==> src/rtl/bs_job_dispatcher.sv <==
// bs_job_dispatcher: sequences option-pricing jobs into the Black-Scholes core.
// A small FIFO buffers tagged requests. Each job is parameter-checked and then
// issued to the core with a one-cycle start pulse. The dispatcher waits for the
// core's done (edge detected) or a timeout, and returns the result in order.
// Ports:
//   clk, reset         clock, asynchronous active-high reset
//   in_*               request valid/ready, tag, Q16.16 parameters, option type
//   core_start/core_*  start pulse and parameters driven to the core
//   core_done/price    completion and price returned by the core
//   out_*              result valid/ready, tag, price (0 on error), error flag
//   busy               FSM not idle or FIFO non-empty
module bs_job_dispatcher #(
  parameter int WIDTH   = 32,
  parameter int DEPTH   = 4,
  parameter int TAG_W   = 4,
  parameter int TIMEOUT = 1000
)(
  input  logic             clk,
  input  logic             reset,
  input  logic             in_valid,
  output logic             in_ready,
  input  logic [TAG_W-1:0] in_tag,
  input  logic [WIDTH-1:0] in_S0,
  input  logic [WIDTH-1:0] in_K,
  input  logic [WIDTH-1:0] in_T,
  input  logic [WIDTH-1:0] in_sigma,
  input  logic [WIDTH-1:0] in_r,
  input  logic             in_otype,
  output logic             core_start,
  output logic [WIDTH-1:0] core_S0,
  output logic [WIDTH-1:0] core_K,
  output logic [WIDTH-1:0] core_T,
  output logic [WIDTH-1:0] core_sigma,
  output logic [WIDTH-1:0] core_r,
  output logic             core_otype,
  input  logic             core_done,
  input  logic [WIDTH-1:0] core_price,
  output logic             out_valid,
  input  logic             out_ready,
  output logic [TAG_W-1:0] out_tag,
  output logic [WIDTH-1:0] out_price,
  output logic             out_err,
  output logic             busy
);
  localparam int PTR_W = $clog2(DEPTH);
  localparam int CNT_W = PTR_W + 1;
  localparam int TO_W  = (TIMEOUT > 1) ? $clog2(TIMEOUT) : 1;

  typedef struct packed {
    logic [WIDTH-1:0] s0, k, t, sigma, r;
    logic             otype;
  } param_t;

  typedef struct packed {
    logic [TAG_W-1:0] tag;
    param_t           p;
  } job_t;

  typedef enum logic [2:0] {IDLE, CHECK, ISSUE, WAIT, OUT} state_t;

  job_t             mem_q [DEPTH];
  logic [PTR_W-1:0] wr_ptr_q, wr_ptr_d, rd_ptr_q, rd_ptr_d;
  logic [CNT_W-1:0] cnt_q, cnt_d;
  state_t           state_q, state_d;
  job_t             job_q, job_d;
  logic [TO_W-1:0]  tmo_q, tmo_d;
  logic             done_prev_q;
  logic             start_q, start_d;
  param_t           core_q, core_d;
  logic             valid_q, valid_d;
  logic [TAG_W-1:0] tag_q, tag_d;
  logic [WIDTH-1:0] price_q, price_d;
  logic             err_q, err_d;

  logic full, push, pop, done_rise, bad;
  job_t in_job;

  assign full      = (cnt_q == CNT_W'(DEPTH));
  // Gated by reset so every output reads 0 while reset is held.
  assign in_ready  = !full && !reset;
  assign push      = in_valid && in_ready;
  assign pop       = (state_q == IDLE) && (cnt_q != '0);
  // Edge detect so a level-held done is not mistaken for the next job's done.
  assign done_rise = core_done && !done_prev_q;
  assign bad       = ($signed(job_q.p.s0) <= 0) || ($signed(job_q.p.k) <= 0) ||
                     ($signed(job_q.p.t) <= 0)  || ($signed(job_q.p.sigma) <= 0);
  assign in_job    = '{tag: in_tag,
                       p: '{s0: in_S0, k: in_K, t: in_T, sigma: in_sigma, r: in_r, otype: in_otype}};

  // FIFO storage needs no reset; validity is tracked by the pointers/count.
  always_ff @(posedge clk) begin
    if (push) mem_q[wr_ptr_q] <= in_job;
  end

  always_comb begin
    wr_ptr_d = wr_ptr_q + PTR_W'(push);
    rd_ptr_d = rd_ptr_q + PTR_W'(pop);
    cnt_d    = cnt_q + CNT_W'(push) - CNT_W'(pop);
    state_d  = state_q;
    job_d    = job_q;
    tmo_d    = tmo_q;
    start_d  = 1'b0;
    core_d   = core_q;
    valid_d  = valid_q;
    tag_d    = tag_q;
    price_d  = price_q;
    err_d    = err_q;
    case (state_q)
      IDLE: if (pop) begin
        job_d   = mem_q[rd_ptr_q];
        state_d = CHECK;
      end
      CHECK: if (bad) begin
        state_d = OUT;
        valid_d = 1'b1;
        tag_d   = job_q.tag;
        price_d = '0;
        err_d   = 1'b1;
      end else begin
        state_d = ISSUE;
        start_d = 1'b1;
        core_d  = job_q.p;
      end
      ISSUE: begin
        state_d = WAIT;
        tmo_d   = '0;
      end
      WAIT: begin
        if (done_rise) begin
          state_d = OUT;
          valid_d = 1'b1;
          tag_d   = job_q.tag;
          price_d = core_price;
          err_d   = 1'b0;
        end else if (tmo_q == TO_W'(TIMEOUT - 1)) begin
          state_d = OUT;
          valid_d = 1'b1;
          tag_d   = job_q.tag;
          price_d = '0;
          err_d   = 1'b1;
        end else begin
          tmo_d = tmo_q + TO_W'(1);
        end
      end
      OUT: if (out_ready) begin
        state_d = IDLE;
        valid_d = 1'b0;
      end
      default: state_d = IDLE;
    endcase
  end

  always_ff @(posedge clk or posedge reset) begin
    if (reset) begin
      wr_ptr_q    <= '0;
      rd_ptr_q    <= '0;
      cnt_q       <= '0;
      state_q     <= IDLE;
      job_q       <= '0;
      tmo_q       <= '0;
      done_prev_q <= 1'b0;
      start_q     <= 1'b0;
      core_q      <= '0;
      valid_q     <= 1'b0;
      tag_q       <= '0;
      price_q     <= '0;
      err_q       <= 1'b0;
    end else begin
      wr_ptr_q    <= wr_ptr_d;
      rd_ptr_q    <= rd_ptr_d;
      cnt_q       <= cnt_d;
      state_q     <= state_d;
      job_q       <= job_d;
      tmo_q       <= tmo_d;
      done_prev_q <= core_done;
      start_q     <= start_d;
      core_q      <= core_d;
      valid_q     <= valid_d;
      tag_q       <= tag_d;
      price_q     <= price_d;
      err_q       <= err_d;
    end
  end

  assign core_start = start_q;
  assign core_S0    = core_q.s0;
  assign core_K     = core_q.k;
  assign core_T     = core_q.t;
  assign core_sigma = core_q.sigma;
  assign core_r     = core_q.r;
  assign core_otype = core_q.otype;
  assign out_valid  = valid_q;
  assign out_tag    = tag_q;
  assign out_price  = price_q;
  assign out_err    = err_q;
  assign busy       = (state_q != IDLE) || (cnt_q != '0);
endmodule

==> config.mk <==
export PLATFORM = sky130hd
export DESIGN_NAME = bs_job_dispatcher
export DESIGN_NICKNAME = d
export VERILOG_FILES = /design/src/rtl/bs_job_dispatcher.sv
export SDC_FILE = /design/constraint.sdc
export NUM_CORES = 1
export LEC_CHECK = 0
export ABC_AREA = 1
export BUFFER_PORTS_ARGS = -buffer_cell sky130_fd_sc_hd__buf_2
export CAP_MARGIN = 20
export CORE_MARGIN = 2
export CORE_UTILIZATION = 23
export DETAILED_ROUTE_END_ITERATION = 16
export GPL_TIMING_DRIVEN = 0
export HOLD_SLACK_MARGIN = 0.05
export MAX_ROUTING_LAYER = met4
export PLACE_DENSITY = 0.36
export SETUP_SLACK_MARGIN = 0.4
export SLEW_MARGIN = 5
export SYNTH_ARGS = -nofsm -noshare
export SYNTH_HDL_FRONTEND = slang
export SYNTH_SLANG_ARGS = --single-unit
==> constraint.sdc <==
create_clock -name clk -period 21.6 [get_ports clk]
set_input_delay 3.24 -clock clk [delete_from_list [all_inputs] [get_ports clk]]
set_output_delay 3.24 -clock clk [all_outputs]
set_load 0.01 [all_outputs]
==> results of run 1 <==
==> synth_stat cells, drive strengths merged <==
cell type / number / area share
inv: 191 / 0.018
ha: 5 / 0.0016
nand3: 22 / 0.0031
o21ai: 650 / 0.083
nor2: 431 / 0.042
a21oi: 7 / 0.00089
and3: 2 / 0.00032
o22ai: 161 / 0.026
nand4: 6 / 0.0015
buf: 86 / 0.012
fa: 1 / 0.00051
xor2: 7 / 0.0016
nand2: 473 / 0.046
o31ai: 2 / 0.00038
xnor2: 1 / 0.00022
edfxtp: 660 / 0.51
a31oi: 4 / 0.00064
clkbuf: 101 / 0.0099
dfrtp: 386 / 0.25
nor3: 12 / 0.0018
a31o: 1 / 0.00022
==> area by class of cell <==
class	count	area, um^2	area share
inverter	191	727	0.0149
clock buffer	172	3240	0.0662
buffer	187	851	0.0174
multi-input combinational	1785	8210	0.168
sequential	1046	29500	0.603
antenna	19	47.5	0.000972
timing repair buffer	498	2990	0.0611
clock inverter	53	581	0.0119
tap	2218	2780	0.0568
==> worst min-delay path by stage <==
stage                              startpoint                   endpoint
CTS                  out_price[6]$_DFFE_PP0P_   out_price[6]$_DFFE_PP0P_
global route        out_price[17]$_DFFE_PP0P_  out_price[17]$_DFFE_PP0P_
global placement    out_price[23]$_DFFE_PP0P_  out_price[23]$_DFFE_PP0P_
finish              out_price[10]$_DFFE_PP0P_  out_price[10]$_DFFE_PP0P_
floorplan               rd_ptr_q[0]$_DFF_PP0_      rd_ptr_q[0]$_DFF_PP0_
detailed placement  out_price[13]$_DFFE_PP0P_  out_price[13]$_DFFE_PP0P_
==> kinds of logic (layout without fill, tap and decap cells) <==
logic type / after synthesis / in the layout / share of synthesized area
fa+ha+maj: 6 / 6 / 0.00210
xor+xnor: 8 / 8 / 0.00179
simple gates: 946 / 946 / 0.0942
flops: 1046 / 1046 / 0.751
other cells: 0 / 19 / 0
compound gates: 825 / 825 / 0.111
buf+inv: 378 / 1101 / 0.0400
==> routing by layer <==
| layer | track usage | part of all wire | wire length [um] |
|---|---|---|---|
| met1 | 0.190 | 0.43 | 57300 |
| met2 | 0.270 | 0.51 | 68300 |
| met3 | 0.0274 | 0.040 | 5390 |
| met4 | 0.0369 | 0.021 | 2770 |
| met5 | - | 0 | 0 |
==> cell usage in the layout (no fill, tap or decap), types with 5 or more instances in the layout <==
master	Yosys	routed
edfxtp_1	660	660
o21ai_0	610	610
buf_2	78	481
nand2_1	470	470
nor2_1	426	426
dfrtp_1	386	386
inv_1	180	179
o22ai_1	161	161
clkbuf_1	94	139
clkbuf_16	0	118
buf_4	5	52
buf_6	3	41
o21ai_1	40	40
nand3_1	21	21
clkinv_2	0	20
diode_2	0	19
clkinv_1	0	14
inv_2	10	10
clkbuf_2	7	8
clkbuf_8	0	8
a21oi_1	7	7
nor3_1	11	7
xor2_1	7	7
bufinv_16	0	7
buf_8	0	7
ha_1	5	5
clkinv_16	0	5
==> worst min-delay path, delay by kind of cell, from the launching register on <==
kind / cells / cell delay [ps]
simple gates: 2 / 100
flops: 1 / 330
==> sequential cells by signal (all words and copies together) (netlist names), 10 cells and up <==
| signal | cells |
|---|---|
| core_sigma | 32 |
| core_K | 32 |
| core_S0 | 32 |
| out_price | 32 |
| job_q | 165 |
| core_r | 32 |
| tmo_q | 10 |
| core_T | 32 |
| mem_q | 660 |
==> power breakdown <==
part           switching (mW)  internal (mW)  leakage (nW)
clock network           0.853           1.13          1.84
logic                    1.62          0.662          6.54
registers               0.172           2.58          10.9
==> metrics by stage <==
step	setup slack (ps)	utilization	hold slack, ps	TNS, ps	cells
finish	14300	0.289	463	0	6169
global route	14300	0.288	488	0	6165
CTS	14250	0.288	469	0	6150
detailed placement	14250	0.266	453	0	5925
global placement	-7530	0.260	451	-4522080	5830
floorplan	5890	-	473	0	3209
==> impl_metrics.json, run 1 <==
{
  "grt_pass1_vias": 26558,
  "portBuffers": 403,
  "setup_viol": 0,
  "antenna_found_initial": 71,
  "post-route-cell-area_um2": 48900,
  "dr.pass1.iters": 4,
  "cp.depth": 3,
  "cp_common_cell": "buf_2",
  "ys_warn_count": 0,
  "cts_tree": "done",
  "crit_buf_inv": 2,
  "worst-setup-path-type": "in2out",
  "syn_inst": 3209,
  "hpwl_um": 96100,
  "fin_crit_sh": 0.338,
  "grt_use_total": 0.157,
  "maxSlewHeadroom": 0.339,
  "cp-endpoint": "in_ready",
  "ys_ff_latch": 1046,
  "synth_area_um2": 39200,
  "coreArea_um2": 169000,
  "grt_setup_unrepaired": "false",
  "r2r-start": "state_q[0]$_DFFE_PP0P_",
  "synth_area_per_cell_um2": 12.2,
  "crit_chain": "buf_2 > a21oi_1 > buf_2",
  "cts.sink_count": 1046,
  "total_power_mw": 7.01,
  "htree_levels": 3,
  "cts_hold_buf": 0,
  "wl_um": 134000,
  "row_count": 151,
  "r2r-end": "cnt_q[2]$_DFF_PP0_",
  "die_h_um": 417,
  "insertion_delay_ps": 760,
  "slowest_stage": "a21oi_1",
  "synth_cell_types": 35,
  "die-area_um2": 174000,
  "pwr_density_cell_nw_per_um2": 143,
  "path_clk_slew_ps": 60,
  "cp_max_fo": 2,
  "slew_violations": 0,
  "startpoint_type": "input pin",
  "grt_pass1_wl_um": 193000,
  "post_drt_wl_per_cell_um": 21.7,
  "routabilityCongestion": 0.749,
  "tightestPinTransition_ps": 989,
  "reg2reg_depth": 11,
  "worstHoldPathType": "reg2reg",
  "overflow": 0,
  "layout-drive-gt1-share": 0.200,
  "fillers": 17492,
  "fin_crit_ps": 7300,
  "ys_seq_area_frac": 0.751,
  "arrival_ps": 4060,
  "max_stage_delay_ps": 420,
  "place_area_um2": 45000,
  "regToRegSetupSlack_ps": 17880,
  "leakage_nw": 19.3,
  "clock.fmax_ghz": 0.137,
  "cap_violations": 0,
  "ir_drop_mv": 0.0757,
  "crit_family": "compound AO/OA/AOI/OAI gates",
  "worstSetupStartpoint": "reset",
  "numCtsBuffers": 118,
  "whs_path_depth": 2,
  "status": "finished clean",
  "hold_viol_final": 0,
  "end_kind": "primary output",
  "cp.required_ps": 18360,
  "syn_to_final_growth_pct": 24.6,
  "fin_skew_ps": 53.8,
  "dr.first_iter.drc_count": 1886,
  "synth_fp_nets": 3417,
  "cts-root-buf": "clkbuf_16",
  "finalNetCount": 4035,
  "die_w_um": 417,
  "cts_max_path_buffers": 3,
  "vias": 25893,
  "cts_resized": 0,
  "drtAntennaViolNets": 0,
  "io_pins": 404,
  "postCtsSetupBuffers": 0,
  "start_util": 0.232,
  "grt_start_max_net_pins": 106,
  "route.detailed.drc": 0,
  "vias_per_cell": 4.20
}
No activity file was read; power rests on OpenSTA's default activity.
==> inputs of run 2 (changes only) <==
--- a/config.mk
+++ b/config.mk
@@ -5,7 +5,7 @@
 export SDC_FILE = /design/constraint.sdc
 export NUM_CORES = 1
 export LEC_CHECK = 0
-export ABC_AREA = 1
+export ABC_AREA = 0
 export BUFFER_PORTS_ARGS = -buffer_cell sky130_fd_sc_hd__buf_2
 export CAP_MARGIN = 20
 export CORE_MARGIN = 2
==> constraint.sdc (replaced) <==
create_clock -name clk -period 7.5 [get_ports clk]
set_input_delay 1.125 -clock clk [delete_from_list [all_inputs] [get_ports clk]]
set_output_delay 1.125 -clock clk [all_outputs]
set_load 0.01 [all_outputs]
==> run 2 against run 1 <==
Sequential share of layout area rose by 0.27 points; non-clock buffer count fell by 132; first-iteration DRC count fell by 53%; highest routed layer unchanged.
==> impl_metrics.json, run 2 <==
{
  "syn_to_final_growth_pct": 26.8,
  "htree_levels": 3,
  "io_pins": 404,
  "layout-drive-gt1-share": 0.455,
  "grt_setup_unrepaired": "false",
  "synth_top_area_frac": 0.516,
  "worst-setup-path-type": "reg2reg",
  "clock.fmax_ghz": 0.267,
  "die_h_um": 413,
  "cp_max_fo": 11,
  "setup_viol": 0,
  "mostFrequentLayoutCells": "edfxtp_1, buf_2, dfrtp_1",
  "top_register": "mem_q",
  "path_clk_slew_ps": 60,
  "tightestPinTransition_ps": 1090,
  "reg2reg_depth": 9,
  "startpoint_type": "flop",
  "dr.first_iter.drc_count": 893,
  "p_comb_frac": 0.269,
  "insertion_delay_ps": 740,
  "overflow": 0,
  "yosysMostFrequentCell": "edfxtp_1",
  "final_common_cell": "edfxtp_1",
  "r2r-end": "cnt_q[2]$_DFF_PP0_",
  "vias": 19179,
  "coreArea_um2": 165000,
  "yosysTopAreaCell": "edfxtp_1",
  "leakage_nw": 18.2,
  "power_frac_seq": 0.426,
  "switchingPower_mw": 5.70,
  "arrival_ps": 4410,
  "finalNetCount": 2584,
  "cts_resized": 0,
  "status": "finished clean",
  "row_count": 149,
  "place_area_um2": 44600,
  "route.detailed.drc": 0,
  "pwr_density_cell_nw_per_um2": 396,
  "grt_start_max_net_pins": 42,
  "synth_cell_types": 40,
  "drtAntennaViolNets": 0,
  "fin_crit_sh": 0.500,
  "worstHoldPathType": "in2async",
  "switching_share": 0.296,
  "synth_area_leaders": "edfxtp_1, dfrtp_1, mux4_2",
  "cp.required_ps": 8160,
  "routabilityCongestion": 0.723,
  "dr.pass1.iters": 6,
  "pwr-share-clk": 0.305,
  "regToRegSetupSlack_ps": 3750,
  "ys_warn_count": 0,
  "synth_area_um2": 38400,
  "fin_crit_ps": 3750,
  "postCtsSetupBuffers": 0,
  "end_kind": "flop",
  "hold_viol_final": 0,
  "largest_reg_flops": 660,
  "maxSlewHeadroom": 0.264,
  "crit_chain": "nor4_1 > clkbuf_1 > buf_2 > ha_1 > inv_1 > ha_1 > fa_1 > xnor2_1 > xnor2_1",
  "numCtsBuffers": 120,
  "ys_seq_area_frac": 0.768,
  "max_stage_delay_ps": 950,
  "die-area_um2": 170000,
  "synth.top_cells.by_count": "edfxtp_1, dfrtp_1, mux2_2, mux4_2, mux2_1",
  "ir_drop_mv": 0.199,
  "hpwl_um": 73900,
  "die_w_um": 413,
  "synth_ff_type": "edfxtp_1",
  "reg.largest.list": "mem_q (660), job_q (165)",
  "ys_ff_latch": 1046,
  "cts.sink_count": 1046,
  "vias_per_cell": 4.08,
  "slew_violations": 0,
  "post_drt_wl_per_cell_um": 22.5,
  "fin_skew_ps": 26.6,
  "cts_tree": "done",
  "cts_max_path_buffers": 3,
  "synth_fp_nets": 1988,
  "intPower_mw": 13.6,
  "slowest_stage": "nor4_1",
  "fillers": 16288,
  "start_util": 0.232,
  "synth-edff-count": 660,
  "cts_hold_buf": 0,
  "grt_pass1_wl_um": 153000,
  "async_flop_share": 0.369,
  "r2r-start": "state_q[0]$_DFFE_PP0P_",
  "tns_ps": 0,
  "post-route-cell-area_um2": 48700,
  "wl_um": 106000,
  "portBuffers": 403,
  "grt_use_total": 0.128,
  "cts-root-buf": "clkbuf_16",
  "synth_area_per_cell_um2": 21.6,
  "syn_inst": 1780,
  "cap_violations": 0,
  "antenna_found_initial": 46,
  "grt_pass1_vias": 21257
}
run 2: cell type report:
class / instances / area [um^2] / share of cell area
antenna: 31 / 77.6 / 0.00159
buffer: 79 / 394 / 0.00810
clock buffer: 187 / 3570 / 0.0734
clock inverter: 42 / 455 / 0.00936
inverter: 8 / 33.8 / 0.000694
multi-input combinational: 647 / 8540 / 0.175
sequential: 1046 / 29500 / 0.606
tap: 2189 / 2740 / 0.0563
timing repair buffer: 474 / 3390 / 0.0697
run 2: critical path, delay by kind of cell, from the launching register on:
kind / cells / cell delay, ps
buf+inv: 3 / 1200
xor+xnor: 2 / 320
simple gates: 1 / 950
fa+ha+maj: 3 / 770
flops: 1 / 430
run 2: routing by layer:
metal | track usage | part of all wire | vias up
met4 | 0.0354 | 0.020 | 0
li1 | - | - | 8404
met2 | 0.207 | 0.49 | 411
met3 | 0.0403 | 0.068 | 148
met1 | 0.154 | 0.42 | 10216
met5 | - | 0 | -
run 2: worst max-delay path by stage:
stage | startpoint | endpoint | slack [ps]
final | state_q[0]$_DFFE_PP0P_ | cnt_q[2]$_DFF_PP0_ | 3750
after global routing | state_q[0]$_DFFE_PP0P_ | cnt_q[2]$_DFF_PP0_ | 3320
after CTS | job_q[33]$_DFFE_PP0P_ | core_sigma[14]$_DFFE_PP0P_ | 3460
after detailed placement | job_q[33]$_DFFE_PP0P_ | core_sigma[14]$_DFFE_PP0P_ | 3470
after global placement | reset | mem_q[2][44]$_DFFE_PP_ | -10020
after floorplan | reset | mem_q[2][0]$_DFFE_PP_ | -1140
run 2: power groups by stage:
stage	clock, mW	sequential [mW]	combinational (mW)
6_report	5.88	8.20	5.18
5_1_grt	6.33	8.37	5.69
4_1_cts	6.11	8.24	5.41
3_5_place_dp	0	8.35	5.39
3_3_place_gp	0	8.51	5.12
2_1_floorplan	0	8.30	3.18
run 2: per-stage QoR:
step	total power, mW	cells	setup slack (ps)	utilization	hold WS [ps]
after global placement	13.6	4372	-10020	0.261	466
after floorplan	11.5	1780	-1140	-	454
final	19.3	4703	3750	0.294	394
after detailed placement	13.7	4442	3470	0.269	469
after global routing	20.4	4700	3320	0.294	370
after CTS	19.8	4671	3460	0.294	334
run 2: cell families (layout without fill, tap and decap cells):
logic type / after synthesis / in the layout / share of synthesized area
DFF: 1046 / 1046 / 0.768
muxes: 492 / 492 / 0.193
and+or+nand+nor: 95 / 95 / 0.0144
buffers and inverters: 87 / 790 / 0.0109
AOI/OAI and AO/OA: 42 / 42 / 0.00932
xor gates and xnor gates: 12 / 12 / 0.00274
adders and majority gates: 6 / 6 / 0.00215
other: 0 / 31 / 0
